--- src/rtl/mem_arb_pkg.sv ---
// Shared types for the unified memory-port arbiter: FSM states, requester ids
// and the latency counter width.
package mem_arb_pkg;

    typedef enum logic [1:0] {IDLE, ISSUE, WAIT, RESP} arb_state_t;

    typedef enum logic {REQ_I, REQ_D} req_id_t;

    localparam int unsigned LAT_W = 3;

endpackage

--- src/rtl/mem_arb_pick.sv ---
// Combinational grant selector for the memory-port arbiter.
// MEM_ARB_ROUND_ROBIN_EN selects round-robin; otherwise D has fixed priority over I.
module mem_arb_pick
    import mem_arb_pkg::*;
(
    input  logic    if_req,
    input  logic    dm_req,
    input  req_id_t last_grant,
    output req_id_t grant
);

`ifdef MEM_ARB_ROUND_ROBIN_EN
    always_comb begin
        grant = REQ_I;
        if (if_req && dm_req) begin
            // On a tie, hand the port to whoever did not have it last.
            grant = (last_grant == REQ_D) ? REQ_I : REQ_D;
        end else if (dm_req) begin
            grant = REQ_D;
        end
    end
`else
    logic unused_last_grant;
    assign unused_last_grant = last_grant;
    assign grant = dm_req ? REQ_D : REQ_I;
    logic unused_if_req;
    assign unused_if_req = if_req;
`endif

endmodule

--- src/rtl/mem_port_arbiter.sv ---
// Shares one 64-bit memory port between instruction fetch (I) and data access (D).
// Define MEM_ARB_ROUND_ROBIN_EN for round-robin ties; default is D-over-I priority.
module mem_port_arbiter
    import mem_arb_pkg::*;
#(
    parameter int unsigned ADDR_W  = 64,
    parameter int unsigned DATA_W  = 64,
    parameter int unsigned MEM_LAT = 1
) (
    input  logic              clk,
    input  logic              rst,
    input  logic              if_req,
    input  logic [ADDR_W-1:0] if_addr,
    output logic              if_ack,
    output logic [31:0]       if_rdata,
    input  logic              dm_req,
    input  logic              dm_we,
    input  logic [ADDR_W-1:0] dm_addr,
    input  logic [DATA_W-1:0] dm_wdata,
    output logic              dm_ack,
    output logic [DATA_W-1:0] dm_rdata,
    output logic [ADDR_W-1:0] mem_addr,
    output logic              mem_wr,
    output logic [DATA_W-1:0] mem_wdata,
    input  logic [DATA_W-1:0] mem_rdata,
    output logic              busy,
    output logic              grant_d
);

    localparam logic [LAT_W-1:0] RD_WAIT = LAT_W'(MEM_LAT - 1);

    arb_state_t        state_q, state_d;
    logic [LAT_W-1:0]  lat_cnt_q, lat_cnt_d;
    req_id_t           grant_q;
    req_id_t           pick;
    req_id_t           last_grant;
    logic [ADDR_W-1:0] mem_addr_q;
    logic [DATA_W-1:0] mem_wdata_q;
    logic              mem_wr_q;
    logic              word_hi_q;
    logic              start;

    logic unused_if_addr;
    assign unused_if_addr = ^if_addr[1:0];

    assign start = (state_q == IDLE) && (if_req || dm_req);

`ifdef MEM_ARB_ROUND_ROBIN_EN
    req_id_t last_q;

    // Reset to D so the first tie after reset goes to I.
    always_ff @(posedge clk or posedge rst) begin
        if (rst) begin
            last_q <= REQ_D;
        end else if (start) begin
            last_q <= pick;
        end
    end

    assign last_grant = last_q;
`else
    assign last_grant = grant_q;
`endif

    mem_arb_pick u_pick (
        .if_req     (if_req),
        .dm_req     (dm_req),
        .last_grant (last_grant),
        .grant      (pick)
    );

    always_comb begin
        state_d   = state_q;
        lat_cnt_d = lat_cnt_q;
        case (state_q)
            IDLE: begin
                if (start) begin
                    state_d = ISSUE;
                end
            end
            ISSUE: begin
                // mem_wr_q is high here exactly when this is a store.
                lat_cnt_d = mem_wr_q ? '0 : RD_WAIT;
                state_d   = (mem_wr_q || (RD_WAIT == '0)) ? RESP : WAIT;
            end
            WAIT: begin
                lat_cnt_d = lat_cnt_q - 1'b1;
                if (lat_cnt_q <= LAT_W'(1)) begin
                    state_d = RESP;
                end
            end
            RESP: begin
                state_d = IDLE;
            end
            default: begin
                state_d = IDLE;
            end
        endcase
    end

    always_ff @(posedge clk or posedge rst) begin
        if (rst) begin
            state_q   <= IDLE;
            lat_cnt_q <= '0;
        end else begin
            state_q   <= state_d;
            lat_cnt_q <= lat_cnt_d;
        end
    end

    always_ff @(posedge clk or posedge rst) begin
        if (rst) begin
            grant_q     <= REQ_I;
            mem_addr_q  <= '0;
            mem_wdata_q <= '0;
            mem_wr_q    <= 1'b0;
            word_hi_q   <= 1'b0;
        end else begin
            mem_wr_q <= 1'b0;
            if (start) begin
                grant_q   <= pick;
                word_hi_q <= if_addr[2];
                if (pick == REQ_D) begin
                    mem_addr_q  <= dm_addr;
                    mem_wdata_q <= dm_wdata;
                    mem_wr_q    <= dm_we;
                end else begin
                    mem_addr_q  <= {if_addr[ADDR_W-1:3], 3'b000};
                    mem_wdata_q <= '0;
                end
            end
        end
    end

    assign mem_addr  = mem_addr_q;
    assign mem_wdata = mem_wdata_q;
    assign mem_wr    = mem_wr_q;
    assign busy      = (state_q != IDLE);
    assign grant_d   = (grant_q == REQ_D);
    assign if_ack    = (state_q == RESP) && (grant_q == REQ_I);
    assign dm_ack    = (state_q == RESP) && (grant_q == REQ_D);
    assign if_rdata  = if_ack ? (word_hi_q ? mem_rdata[63:32] : mem_rdata[31:0]) : '0;
    assign dm_rdata  = dm_ack ? mem_rdata : '0;

`ifndef SYNTHESIS
    // The granted requester must hold its request until it sees the ack.
    always_ff @(posedge clk) begin
        if (!rst && (state_q != IDLE)) begin
            assert ((grant_q == REQ_D) ? dm_req : if_req)
                else $warning("mem_port_arbiter: request dropped before ack");
        end
    end
`endif

endmodule
--- config.mk ---
export PLATFORM = sky130hd
export DESIGN_NAME = mem_port_arbiter
export DESIGN_NICKNAME = d
export VERILOG_FILES = /design/src/rtl/mem_arb_pkg.sv /design/src/rtl/mem_arb_pick.sv /design/src/rtl/mem_port_arbiter.sv
export SDC_FILE = /design/constraint.sdc
export NUM_CORES = 1
export LEC_CHECK = 0
export CAP_MARGIN = 20
export CORE_AREA = 5 5 186 188
export CTS_BUF_LIST = sky130_fd_sc_hd__clkbuf_8
export DETAILED_ROUTE_END_ITERATION = 12
export DIE_AREA = 0 0 191 193
export MAX_ROUTING_LAYER = met4
export PLACE_DENSITY = 0.54
export SYNTH_ARGS = -nofsm -noshare
export SYNTH_HDL_FRONTEND = slang
export SYNTH_SLANG_ARGS = --single-unit
export TNS_END_PERCENT = 20
--- constraint.sdc ---
create_clock -name clk -period 4.25 [get_ports clk]
set_input_delay 0.425 -clock clk [delete_from_list [all_inputs] [get_ports clk]]
set_output_delay 0.425 -clock clk [all_outputs]
set_load 0.01 [all_outputs]
==> summary.md, run 1 <==
| Metric | Value |
|---|---|
| Run status | `complete, no violations` |
| Die X | `191 um` |
| Crit-path leading delay family | `flip-flops` |
| Drt total wl | `~31 mm` |
| Avg Synthesized Cell Area | `roughly 9.1 um2` |
| Clk_skew | `between 20 and 25 ps` |
| Cell Int Power | `between 4000 and 5000 uW` |
| Pwr dens | `slightly below 600 mW/mm2` |
| Placed inst area | `0.0120 mm2` |
| Setup TNS Final | `0 ps` |
| Worst r2r dst | `mem_addr[59]` |
| Clk buf depth | `2` |
| Buffers on Ports | `487` |
| Tmin final | `between 2000 and 3000 ps` |
| Setup crit start | `word_hi_q` |
| Sequential area share after synthesis | `about half` |
| Peak VDD IR | `between 0.3 and 0.4 mV` |
| Worst-Margin Slew | `approximately 1000 ps` |
| TritonCTS clock tree | `yes` |
| Top FF cell, synth | `dfrtp_1` |
| Initial Utilization | `20.6%` |
| Total GRT Usage | `roughly 16%` |
| Crit path kind | `flip-flop to primary output` |
| Top cell type by total area after synthesis | `dfrtp_1` |
| Net Sw Frac | `38.1%` |
| Mapped cell area | `between 0.006 and 0.007 mm2` |
| Post-synthesis cell type count | `22` |
| Cell leakage power | `roughly 0.0057 uW` |
| Die ar. | `around 0.037 mm2` |
| Slowest cell on the critical path | `dfrtp_2` |
| Combinational power share | `a little over half` |
| Gate Count Post-Synth | `roughly 750` |
| CTS root buf | `clkbuf_8` |
| Initial antenna violation count | `9` |
| Reg2Reg Depth | `5` |
| Die Y | `slightly below 200 um` |
| Unrepaired setup endpoints after global routing | `false` |
| Leading post-synthesis cells by cell area | `dfrtp_1 (50%), mux2i_1 (14%), nand2_1 (11%)` |
| Crit. End Element | `primary output` |
| MaxCap Viol Count | `0` |
| Fillers | `3405` |
| Total core area | `around 0.033 mm2` |
| CTS clock-pin slew for the worst setup and hold paths | `around 110 ps` |
| Routed length per instance | `around 19 um` |
| Stages on the worst setup path | `3` |
| FF-to-FF Start | `state_q[1]` |
| Layout Nets | `roughly 1500` |
| Detailed-route via count | `just under 7000` |
| DR iter-0 viols | `roughly 240` |
| Crit path to | `if_rdata[11]` |
| Seq. cell area | `~0.0034 mm2` |
| Synth top cells by count | `nand2_1 (197), dfrtp_1 (136), mux2i_1 (96)` |
| Routed vias/inst | `4.16` |
| Final setup viols | `0` |
| EDFF count, synth | `0` |
| Final Hold Vio Count | `0` |
| Slew Limit Fails | `0` |
| Post-CTS setup buffers | `0` |
| Total CTS buffers | `17` |
| Worst path bufs/invs | `1` |
| P_sw | `approximately 2800 uW` |
| CP startpoint kind | `flip-flop` |
| Max Clk Rate | `347 MHz` |
| Worst path arrival time | `roughly 2500 ps` |
| Reg2reg setup slack | `around 2200 ps` |
| Period utilisation layout | `between 60% and 70%` |
| Syn Nets | `1012` |
| Pre-CTS setup slack | `approximately 1800 ps` |
| Count leader, synth | `nand2_1` |
| Min-delay worst type | `flip-flop to flip-flop` |
| Clk sink count | `roughly 140` |
| Post-synth ARST share | `100%` |
| Ports | `between 400 and 500` |
| Post-synth top area share | `between 50% and 60%` |
| CP required | `between 3000 and 4000 ps` |
| Footprint of the multi-input gates | `0.00304 mm2` |
| Slowest stage delay, CP | `~1000 ps` |
| Synth Register Bits | `around 140` |
| Drc violations | `0` |
| Worst skew pair latency | `~430 ps` |
| Area grow syn2layout | `83.5%` |
| Worst rel slew slack | `roughly a third` |
| Crit-path cells | `mux2i_1 -> nor2_1 -> clkdlybuf4s50_1` |
| Pre-antenna DRT Iters | `4` |
| First-pass GRT wire length | `between 40 and 50 mm` |
| Routability cong. | `about 0.78` |
| Yosys warnings | `0` |
| Seq pwr share | `a little under a third` |
| Post_cts resized | `0` |
| # H-tree levels | `4` |
| Critical path fanouts, max | `33` |
| Worst setup slack after layout | `1370 ps` |
| HP Start | `mem_wdata[23]` |
| Largest net degree at the start of global routing | `171` |
| Vias in the first global route | `7127` |
| Layout cells sized above 1 | `under 10%` |
| Num rows | `67` |
| Number of routed nets with antenna violations | `0` |
| Hold Buf Count CTS | `0` |
| Design Area, Final | `about 0.012 mm2` |
| Gr ovfl total | `0` |
| Post-DP HPWL | `24.1 mm` |
| Clock group share of total power | `between 10% and 20%` |
-- worst min-delay path by stage --
stage                     to  slack [ps]  cells after the start
2_1_floorplan  mem_wdata[19]         500                      2
3_3_place_gp    mem_wdata[5]         450                      2
3_5_place_dp   mem_wdata[35]         460                      2
4_1_cts         mem_wdata[6]         480                      2
5_1_grt        mem_wdata[59]         490                      3
6_report       mem_wdata[23]         470                      2
-- area by class of cell --
class / count / area share (%)
diodes: 6 / 0.121
clock buffers: 18 / 1.99
clock inverters: 14 / 1.50
inverters: 8 / 0.281
multi-input cells: 537 / 24.5
flip-flops and latches: 136 / 27.4
well taps: 448 / 4.50
repair buffers: 494 / 39.8
-- kinds of logic (layout without fill, tap and decap cells) --
family	after synthesis	count (layout)	share of synthesized area (%)
other	0	6	0
buffers and inverters	73	534	5.00
adders and majority gates	5	5	0.923
and+or+nand+nor	367	367	24.1
DFF	136	136	50.2
muxes	97	97	14.3
AOI/OAI and AO/OA	68	68	5.42
-- worst register-to-register path, cell delays in order (launching register included) --
cell and delay, ps:
dfrtp_1 400, inv_1 70, ha_2 260, o21ai_4 240, buf_12 510, o21ai_0 410
-- metrics by stage --
| stage | hold slack (ps) | std cells | util (%) | power, uW |
|---|---|---|---|---|
| after detailed placement | 458 | 1623 | 36.4 | 6190 |
| after floorplan | 502 | 746 | - | 3900 |
| final | 470 | 1661 | 37.8 | 7290 |
| after global placement | 450 | 1623 | 36.4 | 6160 |
| after global routing | 491 | 1659 | 37.8 | 7830 |
| after CTS | 475 | 1655 | 37.7 | 7430 |
-- metal layers --
layer	vias up	global-route usage, %	part of all wire, %
met4	0	4.12	1.7
met3	22	5.19	8.1
met5	-	-	0
li1	3397	-	-
met2	276	30.0	53
met1	3208	17.3	37
-- registers in the layout (all words and copies together), names as in the netlist --
name,cells
mem_addr,64
mem_wdata,64
lat_cnt_q,3
state_q,2
grant_d,1
mem_wr,1
word_hi_q,1
-- power groups by stage --
stage	Clock, uW	Sequential, uW	Combinational (uW)
floorplan	0	2420	1480
global placement	0	2230	3930
detailed placement	0	2250	3940
CTS	1250	2240	3940
global route	1300	2310	4220
finish	1200	2230	3870
-- cells in the final DEF (no fill, tap or decap), types with 9 or more instances in the layout --
cell             count
nor2_1              33
nand3_1             68
o21ai_1              9
clkdlybuf4s50_1    486
o21ai_0             54
clkbuf_8            18
nand2_1            197
dfrtp_1            135
mux2i_1             96
and3_1              65
Power figures use the tool's default switching activity.
==> run 2, diff against run 1 <==
PLACE_DENSITY = 0.52   (was 0.54)
clock period = 2.94 ns   (was 4.25 ns; I/O delays follow)
==> run 2 against run 1 <==
  * Critical path depth increased by 1
  * Setup slack got worse by 1100 ps
  * Register-to-register slack got worse by 1200 ps
  * Non-clock buffer count increased by 8
  * Worst hold slack got worse by 220 ps
  * First-iteration DRC count increased by 12%
  * Largest power group unchanged
==> summary.md, run 2 (synthesized netlist as in run 1, its figures left out) <==
| Metric | Value |
|---|---|
| Post_cts resized | `0 (unchanged)` |
| First-pass GRT wire length | `44.1 mm (was 44.5 mm)` |
| Layout cells sized above 1 | `4.28% (was 3.81%)` |
| Worst path arrival time | `2340 ps (was 2460 ps)` |
| Post-CTS setup buffers | `0 (unchanged)` |
| Buffers on Ports | `487 (unchanged)` |
| Critical path fanouts, max | `65 (was 33)` |
| MaxCap Viol Count | `0 (unchanged)` |
| Slowest cell on the critical path | `clkdlybuf4s50_1 (was dfrtp_2)` |
| DR iter-0 viols | `264 (was 236)` |
| Tmin final | `between 2000 and 3000 ps` |
| Util after Layout | `38.0% (was 37.8%)` |
| Num rows | `67 (unchanged)` |
| Cell leakage power | `0.00576 uW (was 0.00573 uW)` |
| Crit. End Element | `primary output (unchanged)` |
| Peak VDD IR | `0.362 mV (was 0.314 mV)` |
| Fillers | `3389 (was 3405)` |
| Max Clk Rate | `about 380 MHz` |
| Pre-antenna DRT Iters | `8 (was 4)` |
| Routability cong. | `0.752 (was 0.776)` |
| Total CTS buffers | `17 (unchanged)` |
| Period utilisation layout | `about nine tenths` |
| Slew Limit Fails | `0 (unchanged)` |
| Hold Buf Count CTS | `0 (unchanged)` |
| Placed inst area | `0.0121 mm2 (was 0.0120 mm2)` |
| Worst r2r dst | `mem_wdata[61] (was mem_addr[59])` |
| Die ar. | `0.0369 mm2 (unchanged)` |
| CP required | `2650 ps (was 3830 ps)` |
| Most frequent cells in the layout | `clkdlybuf4s50_1 (486), nand2_1 (197), dfrtp_1 (135) (unchanged)` |
| Ports | `490 (unchanged)` |
| Gr ovfl total | `0 (unchanged)` |
| Routed vias/inst | `4.15 (was 4.16)` |
| Routed length per instance | `18.5 um (was 18.7 um)` |
| Run status | `complete, no violations (unchanged)` |
| Clk buf depth | `2 (unchanged)` |
| Initial Utilization | `20.6% (unchanged)` |
| Clk_skew | `12.4 ps (was 22.2 ps)` |
| CTS root buf | `clkbuf_8 (unchanged)` |
| Area grow syn2layout | `84.4% (was 83.5%)` |
| Design Area, Final | `0.0125 mm2 (was 0.0124 mm2)` |
| Clk sink count | `136 (unchanged)` |
| Worst rel slew slack | `52.3% (was 33.0%)` |
| Crit path to | `dm_rdata[27] (was if_rdata[11])` |
| Pwr dens | `836 mW/mm2 (was 586 mW/mm2)` |
| Crit-path cells | `ha_2 -> buf_4 -> and3_1 -> clkdlybuf4s50_1 (was mux2i_1 -> nor2_1 -> clkdlybuf4s50_1)` |
| Initial antenna violation count | `6 (was 9)` |
| CTS clock-pin slew for the worst setup and hold paths | `80 ps (was 110 ps)` |
| Pre-CTS setup slack | `799 ps (was 1770 ps)` |
| Worst skew pair latency | `450 ps (was 430 ps)` |
| Reg2Reg Depth | `5 (unchanged)` |
| Setup TNS Final | `0 ps (unchanged)` |
| FF-to-FF Start | `state_q[0] (was state_q[1])` |
| Setup crit start | `state_q[1] (was word_hi_q)` |
| Layout Nets | `1468 (was 1460)` |
| Die X | `191 um (unchanged)` |
| Vias in the first global route | `7076 (was 7127)` |
| TritonCTS clock tree | `yes (unchanged)` |
| Largest net degree at the start of global routing | `140 (was 171)` |
| Final Hold Vio Count | `0 (unchanged)` |
| # H-tree levels | `4 (unchanged)` |
| Die Y | `193 um (unchanged)` |
| Unrepaired setup endpoints after global routing | `false (unchanged)` |
| Detailed-route via count | `6918 (was 6903)` |
| Drc violations | `0 (unchanged)` |
| Hold path cells | `3 (was 2)` |
| Min-delay worst type | `input port to flip-flop (was flip-flop to flip-flop)` |
| Slowest stage delay, CP | `570 ps (was 1030 ps)` |
| Total core area | `0.0329 mm2 (unchanged)` |
| CP startpoint kind | `flip-flop (unchanged)` |
| Total GRT Usage | `16.4% (about the same)` |
| Reg2reg setup slack | `1000 ps (was 2200 ps)` |
| Crit path kind | `flip-flop to primary output (unchanged)` |
| Commonest non-fill, non-tap cell in the layout | `clkdlybuf4s50_1 (unchanged)` |
| Worst-Margin Slew | `715 ps (was 1010 ps)` |
| Worst setup slack after layout | `310 ps (was 1370 ps)` |
| Final setup viols | `0 (unchanged)` |
| Drt total wl | `30.8 mm (was 31.1 mm)` |
| Post-DP HPWL | `24.3 mm (was 24.1 mm)` |
| Number of routed nets with antenna violations | `0 (unchanged)` |
## run 2: worst min-delay path by stage
stage               slack (ps)     startpoint            end
floorplan                  440   dm_wdata[19]  mem_wdata[19]
global placement           450  mem_wdata[61]  mem_wdata[61]
detailed placement         450  mem_wdata[63]  mem_wdata[63]
CTS                        230         dm_req  mem_wdata[20]
global route               250         dm_req  mem_wdata[23]
finish                     250         dm_req  mem_wdata[20]
## run 2: final cells by class
cell class | count | area, um2 | area share [%]
antenna | 4 | 10.0 | 0.0800
clock buffer | 18 | 248 | 1.98
clock inverter | 13 | 156 | 1.25
inverter | 8 | 33.8 | 0.270
multi-input combinational | 537 | 3040 | 24.3
sequential | 136 | 3400 | 27.2
tap | 448 | 561 | 4.48
timing repair buffer | 502 | 5050 | 40.4
## run 2: power by group
part           switching [uW]  internal (uW)  leakage (uW)  total (uW)
clock                     769            852      0.000204        1620
combinational            2700           2980       0.00384        5670
sequential                468           2690       0.00171        3160
## run 2: per-layer routing
layer	wire [um]	GRT usage (%)	up-vias
met4	327	3.43	0
met5	0	-	-
met2	16500	30.1	281
met1	11100	16.8	3196
li1	-	-	3418
met3	2890	5.96	23
## run 2: critical path: cells and delay by family (launching register included)
family                   cells  cell delay [ps]
adder cells (fa/ha/maj)      1              210
AND/OR/NAND/NOR              1              250
flip-flops                   1              370
buffers and inverters        2             1030
## run 2: stage by stage
| stage | std cells | hold WS, ps | total power (uW) |
|---|---|---|---|
| after floorplan | 746 | 439 | 5630 |
| after global placement | 1631 | 450 | 8960 |
| after detailed placement | 1631 | 454 | 8980 |
| after CTS | 1662 | 225 | 10700 |
| after global routing | 1666 | 246 | 11200 |
| final | 1666 | 254 | 10500 |
